$ cat src/rtl/dparm_fifo_ctrl.sv
`default_nettype none
// ============================================================================
// Module      : dparm_fifo_ctrl
// Description : Synchronous FIFO controller for the dparm dual-port RAM.
//               Converts push/pop requests into RAM write/read port signals,
//               returns RAM read data with a valid strobe, and tracks
//               occupancy with full / empty / almost-full status.
// Revision    : 1.0 - initial release
// ============================================================================
module dparm_fifo_ctrl #(
  parameter int DATA_W    = 8,
  parameter int ADDR_W    = 8,
  parameter int AFULL_LVL = 240
) (
  input  logic              clock_i,
  input  logic              reset_i,
  input  logic              wr_en_i,
  input  logic [DATA_W-1:0] wr_data_i,
  input  logic              rd_en_i,
  output logic [DATA_W-1:0] rd_data_o,
  output logic              rd_valid_o,
  output logic              full_o,
  output logic              empty_o,
  output logic              almost_full_o,
  output logic [ADDR_W:0]   usedw_o,
  output logic              overflow_o,
  output logic              underflow_o,
  output logic              ram_wren_o,
  output logic [ADDR_W-1:0] ram_wraddress_o,
  output logic [DATA_W-1:0] ram_data_o,
  output logic [ADDR_W-1:0] ram_rdaddress_o,
  input  logic [DATA_W-1:0] ram_q_i
);

  localparam logic [ADDR_W:0] DEPTH     = {1'b1, {ADDR_W{1'b0}}};
  localparam logic [ADDR_W:0] ONE       = {{ADDR_W{1'b0}}, 1'b1};
  localparam logic [ADDR_W:0] AFULL_THR = (ADDR_W+1)'(AFULL_LVL);

  // Pointers carry an extra wrap bit above the RAM address bits.
  logic [ADDR_W:0] wr_ptr_q, wr_ptr_d;
  logic [ADDR_W:0] rd_ptr_q, rd_ptr_d;
  logic [ADDR_W:0] usedw_q,  usedw_d;
  logic            full_q,   full_d;
  logic            empty_q,  empty_d;
  logic            afull_q,  afull_d;
  logic            rd_valid_q;
  logic            overflow_q;
  logic            underflow_q;

  // Acceptance uses only the status registered at the start of the cycle, so
  // a same-cycle pop never frees room for a push and a same-cycle push never
  // feeds a pop. This keeps the RAM from seeing a read and write to one address.
  logic push_ok;
  logic pop_ok;
  assign push_ok = wr_en_i & ~full_q;
  assign pop_ok  = rd_en_i & ~empty_q;

  // Next-state for pointers, occupancy and the status flags derived from it.
  always_comb begin
    wr_ptr_d = wr_ptr_q;
    rd_ptr_d = rd_ptr_q;
    usedw_d  = usedw_q;
    if (push_ok) wr_ptr_d = wr_ptr_q + ONE;
    if (pop_ok)  rd_ptr_d = rd_ptr_q + ONE;
    if (push_ok && !pop_ok)      usedw_d = usedw_q + ONE;
    else if (pop_ok && !push_ok) usedw_d = usedw_q - ONE;
    full_d  = (usedw_d == DEPTH);
    empty_d = (usedw_d == '0);
    afull_d = (usedw_d >= AFULL_THR);
  end

  // State registers; reset discards queued contents and any in-flight read.
  always_ff @(posedge clock_i or posedge reset_i) begin
    if (reset_i) begin
      wr_ptr_q    <= '0;
      rd_ptr_q    <= '0;
      usedw_q     <= '0;
      full_q      <= 1'b0;
      empty_q     <= 1'b1;
      afull_q     <= 1'b0;
      rd_valid_q  <= 1'b0;
      overflow_q  <= 1'b0;
      underflow_q <= 1'b0;
    end else begin
      wr_ptr_q    <= wr_ptr_d;
      rd_ptr_q    <= rd_ptr_d;
      usedw_q     <= usedw_d;
      full_q      <= full_d;
      empty_q     <= empty_d;
      afull_q     <= afull_d;
      // The RAM registers rdaddress, so data for an accepted pop is on q
      // one clock later; the strobe is delayed to match.
      rd_valid_q  <= pop_ok;
      overflow_q  <= wr_en_i & full_q;
      underflow_q <= rd_en_i & empty_q;
    end
  end

  // RAM port drive; the write strobe is suppressed while reset is held.
  assign ram_wren_o      = push_ok & ~reset_i;
  assign ram_wraddress_o = wr_ptr_q[ADDR_W-1:0];
  assign ram_data_o      = wr_data_i;
  assign ram_rdaddress_o = rd_ptr_q[ADDR_W-1:0];

  assign rd_data_o     = ram_q_i;
  assign rd_valid_o    = rd_valid_q;
  assign full_o        = full_q;
  assign empty_o       = empty_q;
  assign almost_full_o = afull_q;
  assign usedw_o       = usedw_q;
  assign overflow_o    = overflow_q;
  assign underflow_o   = underflow_q;

endmodule
`default_nettype wire

$ cat config.mk
export PLATFORM = sky130hd
export DESIGN_NAME = dparm_fifo_ctrl
export DESIGN_NICKNAME = d
export VERILOG_FILES = /design/src/rtl/dparm_fifo_ctrl.sv
export SDC_FILE = /design/constraint.sdc
export NUM_CORES = 1
export LEC_CHECK = 0
export ABC_AREA = 0
export CAP_MARGIN = 20
export CORE_MARGIN = 10
export CORE_UTILIZATION = 40
export CTS_BUF_LIST = sky130_fd_sc_hd__clkbuf_8
export DETAILED_ROUTE_END_ITERATION = 16
export GPL_ROUTABILITY_DRIVEN = 0
export PLACE_DENSITY = 0.74
export RECOVER_POWER = 25
export REMOVE_ABC_BUFFERS = 1
export SLEW_MARGIN = 20
export SYNTH_ARGS = -nofsm -noshare
export SYNTH_HDL_FRONTEND = slang
export SYNTH_SLANG_ARGS = --single-unit
$ cat constraint.sdc
create_clock -name clock_i -period 3.87 [get_ports clock_i]
set_input_delay 0.387 -clock clock_i [delete_from_list [all_inputs] [get_ports clock_i]]
set_output_delay 0.387 -clock clock_i [all_outputs]
set_load 0.05 [all_outputs]
==> results.md, run 1 <==
* Final routed wirelength across all metal layers at 3.96 mm
* Grt total ovfl at 0
* Met3 wirelength from detailed routing at 373 um
* Maximum root-to-sink buffer count at 2
* Peak supply drop at 0.311 mV
* Count of input and output buffers at 35
* Chip Width at 86.2 um
* Core box area at 4290 um^2
* Cell row count at 24
* Crit Path Max Fanout at 16
* Number of enable-type register cells in the synthesized netlist at 0
* Capturing element type of the critical path: output port
* HPWL reported at the end of detailed placement at 2.98 mm
* Number of DRC markers after the initial detailed-route iteration at 70
* Hold-critical path endpoint: rd_ptr_q[7]
* Post-synthesis average cell area at 10.3 um^2
* Post-synthesis cell type count at 41
* ANT cells at 0
* Total setup buffers inserted after CTS at 0
* First-pass GRT wire length at 6.62 mm
* I/O Pins at 68
* Switching power at 924 uW
* Post-route setup TNS at 0 ns
* Sequential cell fraction of total power at 0.313
* Max capacitance violation total at 0
* Final ANT Viol Nets at 0
* Cell type with the largest total area after synthesis: sky130_fd_sc_hd__dfrtp_1
* Metal2 WL at 1.71 mm
* Endpoints failing hold at 0
* Post-Route M1 WL at 1.79 mm
* Power density over the cells at 896 nW/um^2
* Instance count of the mapped netlist at 171
* Register area share after synthesis at 0.443
* Clock tree sinks at 31
* Sort of element at the start of the critical path: input port
* Global routing usage summed across all routing layers at 0.110
* Maximum number of pins on one net before global-route repair at 19
* Fraction of final layout cells with drive strength greater than 1 at 0.103
* Worst setup path class: input port to output port
* Cells along the critical path: dlygate4sd3_1 -> nand2b_1 -> nor2_1 -> clkdlybuf4s50_1
* Final Max Tran Viols at 0
* Top routing layer in use: met4
* Async SR Flop Fraction at 1.00
* Delay-heaviest family, CP: buffers and inverters
* Share of total power in combinational logic at 0.518
* Share of the synthesized area in the top cell type at 0.428
* Clk pin slew, worst setup/hold paths at 0.06 ns
* Number of buffers inserted for hold repair after clock tree synthesis at 0
* Setup-failing EPs final at 0
* TritonCTS clock tree: built
* Reg2Reg Capture Point: full_o
* Maximum clock skew at final layout at 0.00509 ns
* Delay contributed by the slowest stage of the critical path at 0.83 ns
* Clock root cell: sky130_fd_sc_hd__clkbuf_8
* Cell Area, Synth at 1750 um^2
* Slowest cell on crit path: sky130_fd_sc_hd__clkdlybuf4s50_1
* Total leakage power at 0.000912 uW
* Number of gates given a new drive strength after cts at 0
* Post-layout power at 1920 uW
* Die Span Y at 86.2 um
* Starting density of the core at 0.409
* Worst slew slack as a fraction of its limit at 0.474
* Clock power share at 0.170
* Setup crit start: wr_en_i
* Bufs and invs on worst path at 2
* Number of vias per cell after detailed routing at 5.27
* Initial antenna violation count at 0
* Worst hold stages at 1
* Top post-synthesis cells by area: sky130_fd_sc_hd__dfrtp_1 (43%), sky130_fd_sc_hd__buf_4 (6.8%), sky130_fd_sc_hd__xnor2_1 (6.5%)
* Primary FF master, synth: sky130_fd_sc_hd__dfrtp_1
* Total vias in the final route at 1,297
* Register-to-register setup slack at 1.65 ns
* Post-synthesis register bit count at 31
* WP data arrival at 2.45 ns
* Hold Slack at 0.472 ns
* Post-synth top cells: sky130_fd_sc_hd__dfrtp_1 (30), sky130_fd_sc_hd__buf_4 (16), sky130_fd_sc_hd__nand2_1 (15)
* Fin crit share at 0.732
* Transition time of the tightest slew-check pin at 0.789 ns
* Synth warnings at 0
* Maximum clock rate at 0.353 GHz
* Final-stage net count at 217
* Int Power at 1000 uW
* Most numerous cell in the Yosys netlist: sky130_fd_sc_hd__dfrtp_1
* Critical R2R Launch: full_o
* R2r worst-path depth at 5
* Switching fraction of total power at 0.480
* Final routed wire length divided by cell count at 16.1 um
* Cts bufs inserted at 5
* Deepest level of the CTS H-tree at 2
* Count of TritonRoute iterations in the first routing pass at 4
* Hold_sp: rd_ptr_q[7]
* Remaining routing DRC violations at 0
* Via count of the first global-routing pass at 1,307
* Die Area at 7430 um^2
* Worst min-delay path category: flop to flop
* Final period demand of the worst path at 2.83 ns
* RSZ-0062 raised after global routing: false
* Area added between synthesis and finish at 22.4%
* Worst EP required at 3.48 ns
* Status: completed
* Source-to-sink clock delay at the later pin of the worst-skew pair at 0.28 ns
==> metrics by stage <==
step / std cells / setup slack [ns] / util / area [um^2]
global placement: 237 / 1.15 / 0.466 / 2000
floorplan: 149 / 1.65 / - / 1580
global route: 246 / 0.924 / 0.500 / 2150
finish: 246 / 1.04 / 0.500 / 2150
CTS: 246 / 1.12 / 0.500 / 2150
detailed placement: 238 / 1.12 / 0.473 / 2030
==> worst max path at each step <==
stage                  to  depth (start not counted)
3_5_place_dp   ram_wren_o                          4
2_1_floorplan     empty_o                          5
5_1_grt        ram_wren_o                          4
3_3_place_gp   ram_wren_o                          4
6_report       ram_wren_o                          4
4_1_cts        ram_wren_o                          4
==> cell type report <==
type	count	area, um^2
clock buffer	6	82.6
clock inverter	2	35.0
fill	389	2150
inverter	5	21.3
multi-input combinational	113	781
sequential	31	777
tap	52	65.1
timing repair buffer	37	385
==> sequential cells by signal, indices dropped and copies added, names as in the netlist <==
name and count:
underflow_o 1, rd_valid_o 1, overflow_o 1, usedw_o 9, wr_ptr_q 8, full_o 1
almost_full_o 1, rd_ptr_q 8, empty_o 1
==> power groups by stage <==
stage	clock, uW	combinational [uW]	sequential, uW
global route	349	1060	628
floorplan	0	286	980
global placement	0	988	608
finish	326	996	602
CTS	336	1010	603
detailed placement	0	1000	607
==> cell usage in the layout (no fill, tap or decap), types with 6 or more instances in the layout <==
| cell | instances |
|---|---|
| sky130_fd_sc_hd__o21ai_0 | 6 |
| sky130_fd_sc_hd__or3_1 | 6 |
| sky130_fd_sc_hd__nand4_1 | 8 |
| sky130_fd_sc_hd__and2_1 | 7 |
| sky130_fd_sc_hd__clkbuf_8 | 6 |
| sky130_fd_sc_hd__nand2_1 | 15 |
| sky130_fd_sc_hd__dfrtp_1 | 30 |
| sky130_fd_sc_hd__xnor2_1 | 13 |
| sky130_fd_sc_hd__nor2_1 | 10 |
| sky130_fd_sc_hd__clkdlybuf4s50_1 | 32 |
==> metal layers <==
| layer | vias to the layer above | global-route usage |
|---|---|---|
| met2 | 50 | 0.159 |
| met3 | 6 | 0.0582 |
| met4 | 0 | 0.0486 |
| met1 | 616 | 0.131 |
| li1 | 625 | - |
| met5 | - | 0.0280 |
==> worst reg2reg max path, delay by kind of cell, from the launching register on <==
family,cells,cell delay [ns]
flip-flops,1,0.37
AND/OR/NAND/NOR,3,1.04
AO/OA/AOI/OAI,2,0.75
==> cell families (layout without fill, tap and decap cells) <==
kind of cell             count (synthesis)  after routing  share of synthesized area
AO/OA/AOI/OAI                           18             18                     0.0720
flip-flops                              31             31                      0.443
XOR/XNOR                                18             18                     0.0899
adder cells (fa/ha/maj)                  4              4                     0.0285
buffers and inverters                   27             50                      0.112
AND/OR/NAND/NOR                         73             73                      0.255
(Power assumes the default switching activity.)
==> run 2: changes to the inputs <==
Clock period 3.87 ns to 2.72 ns, I/O delays scaled along.
==> results.md, run 2 (synthesis gave the netlist of run 1 again) <==
* Status: finished, violations left
* Failing checks: capacitance limit, slew limit
* Maximum clock skew at final layout at 0.00770 ns (+0.00261 ns)
* Clk pin slew, worst setup/hold paths at 0.06 ns (about the same)
* Source-to-sink clock delay at the later pin of the worst-skew pair at 0.28 ns (about the same)
* Sort of element at the start of the critical path: flop
* Number of vias per cell after detailed routing at 5.40 (+2.5%)
* Global routing usage summed across all routing layers at 0.111 (+0.000906)
* Peak supply drop at 0.522 mV (+68%)
* Cell row count at 24 (unchanged)
* Clock power share at 0.137 (-0.033)
* Final ANT Viol Nets at 0 (unchanged)
* Post-Place Setup Slack at 0.318 ns (-0.802 ns)
* Maximum clock rate at 0.476 GHz
* Int Power at 1320 uW (+32%)
* Number of gates given a new drive strength after cts at 0 (unchanged)
* Leading cell types in the layout, fill and taps excluded: sky130_fd_sc_hd__clkdlybuf4s50_1 (33), sky130_fd_sc_hd__dfrtp_1 (30), sky130_fd_sc_hd__nand2_1 (15), sky130_fd_sc_hd__xnor2_1 (13), sky130_fd_sc_hd__nor2_1 (10)
* Fraction of final layout cells with drive strength greater than 1 at 0.0928 (-0.0103)
* Hold Slack at 0.485 ns (+0.0125 ns)
* Worst EP required at 2.94 ns (-0.54 ns)
* Switching power at 1310 uW (+41%)
* Initial antenna violation count at 0 (unchanged)
* Finished Core Util at 0.488 (-0.0122)
* Switching fraction of total power at 0.497 (+0.0167)
* Worst min-delay path category: flop to flop
* Maximum number of pins on one net before global-route repair at 32 (+13)
* Die Span Y at 86.2 um (unchanged)
* HPWL reported at the end of detailed placement at 2.96 mm (-0.72%)
* Chip Width at 86.2 um (unchanged)
* Final Max Tran Viols at 32 (+32)
* WP data arrival at 2.32 ns (-0.13 ns)
* Capturing element type of the critical path: flop
* Count of TritonRoute iterations in the first routing pass at 6 (+2)
* Worst setup path class: flop to flop
* Remaining routing DRC violations at 0 (unchanged)
* Most common library cell in the layout ignoring fill and taps: sky130_fd_sc_hd__clkdlybuf4s50_1
* Starting density of the core at 0.409 (unchanged)
* Total leakage power at 0.000892 uW (-2.2%)
* Crit Path Max Fanout at 14 (-2)
* Worst slew slack as a fraction of its limit at -0.0721 (-0.546)
* Endpoints failing hold at 0 (unchanged)
* Number of DRC markers after the initial detailed-route iteration at 126 (+80%)
* RSZ-0062 raised after global routing: false
* Via count of the first global-routing pass at 1,365 (+4.4%)
* Delay-heaviest family, CP: simple AND/OR/NAND/NOR gates
* Power density over the cells at 1260 nW/um^2 (+40%)
* Cells along the critical path: nand2b_1 -> nor4_4 -> o2bb2a_2 -> o311ai_0 -> and4b_1
* Sequential cell fraction of total power at 0.329 (+0.016)
* Total of fill cells in the finished design at 396 (+1.8%)
* Delay contributed by the slowest stage of the critical path at 0.53 ns (-0.30 ns)
* Final routed wirelength across all metal layers at 3.98 mm (+0.66%)
* Clock tree sinks at 31 (unchanged)
* Total setup buffers inserted after CTS at 0 (unchanged)
* Post-detailed-placement cell area at 2010 um^2 (-1.1%)
* Flip-flop count of the largest register, all copies and words added at 9 (unchanged)
* Deepest level of the CTS H-tree at 2 (unchanged)
* Clock root cell: sky130_fd_sc_hd__clkbuf_8
* Final routed wire length divided by cell count at 16.2 um (+0.66%)
* Maximum root-to-sink buffer count at 2 (unchanged)
* First-pass GRT wire length at 6.76 mm (+2.1%)
* Bufs and invs on worst path at 0 (-2)
* Final-stage net count at 217 (unchanged)
* Area added between synthesis and finish at 19.4%
* Post-route setup TNS at 0 ns (unchanged)
* Min setup slack post-route at 0.619 ns (-0.418 ns)
* Final period demand of the worst path at 2.10 ns
* Count of input and output buffers at 35 (unchanged)
* Number of buffers inserted for hold repair after clock tree synthesis at 0 (unchanged)
* Core box area at 4290 um^2 (unchanged)
* Cts bufs inserted at 5 (unchanged)
* Fin crit share at 0.773
* Area of all placed cells without fillers at 2090 um^2 (-2.4%)
* Share of total power in combinational logic at 0.534 (+0.016)
* Setup-failing EPs final at 0 (unchanged)
* Total vias in the final route at 1,329 (+2.5%)
* I/O Pins at 68 (unchanged)
* Slowest cell on crit path: sky130_fd_sc_hd__nand2b_1
* Transition time of the tightest slew-check pin at 1.61 ns (+0.819 ns)
* Die Area at 7430 um^2 (unchanged)
* Max capacitance violation total at 1 (+1)
* Grt total ovfl at 0 (unchanged)
* ANT cells at 0 (unchanged)
* TritonCTS clock tree: built
[run 2: power groups by stage]
stage               Combinational [uW]  Sequential [uW]  Clock [uW]
finish                            1400              867         360
global route                      1500              905         398
CTS                               1420              866         370
detailed placement                1420              871           0
global placement                  1410              870           0
floorplan                          407             1390           0
[run 2: layout make-up]
| type | instances | area (um^2) | share of cell area |
|---|---|---|---|
| repair buffers | 37 | 359 | 0.171 |
| clock buffers | 6 | 82.6 | 0.0394 |
| clock inverters | 2 | 8.76 | 0.00418 |
| inverters | 5 | 21.3 | 0.0102 |
| multi-input cells | 113 | 781 | 0.373 |
| flip-flops and latches | 31 | 777 | 0.371 |
| well taps | 52 | 65.1 | 0.0311 |
[run 2: metrics by stage]
step / total power [uW] / cells
6_report: 2630 / 246
5_1_grt: 2800 / 246
4_1_cts: 2660 / 246
3_5_place_dp: 2290 / 238
3_3_place_gp: 2280 / 238
2_1_floorplan: 1800 / 149
[run 2: metal layers]
metal,GRT usage,share of wire
met1,0.132,0.42
met2,0.160,0.43
met3,0.0610,0.13
met4,0.0486,0.025
met5,0.0280,0
[run 2: path summary, 6_finish.rpt]
| path | startpoint | endpoint | slack, ns | cells after the start |
|---|---|---|---|---|
| worst max-delay path | full_o | empty_o | 0.62 | 5 |
| worst min-delay path | rd_ptr_q[7] | rd_ptr_q[7] | 0.48 | 1 |
| worst max register to register | full_o | empty_o | 0.62 | 5 |
| worst min register to register | rd_ptr_q[7] | rd_ptr_q[7] | 0.48 | 1 |
| max in group asynchronous | reset_i | usedw_o[0] | 0.77 | 3 |
| min in group asynchronous | reset_i | rd_ptr_q[6] | 1.02 | 3 |
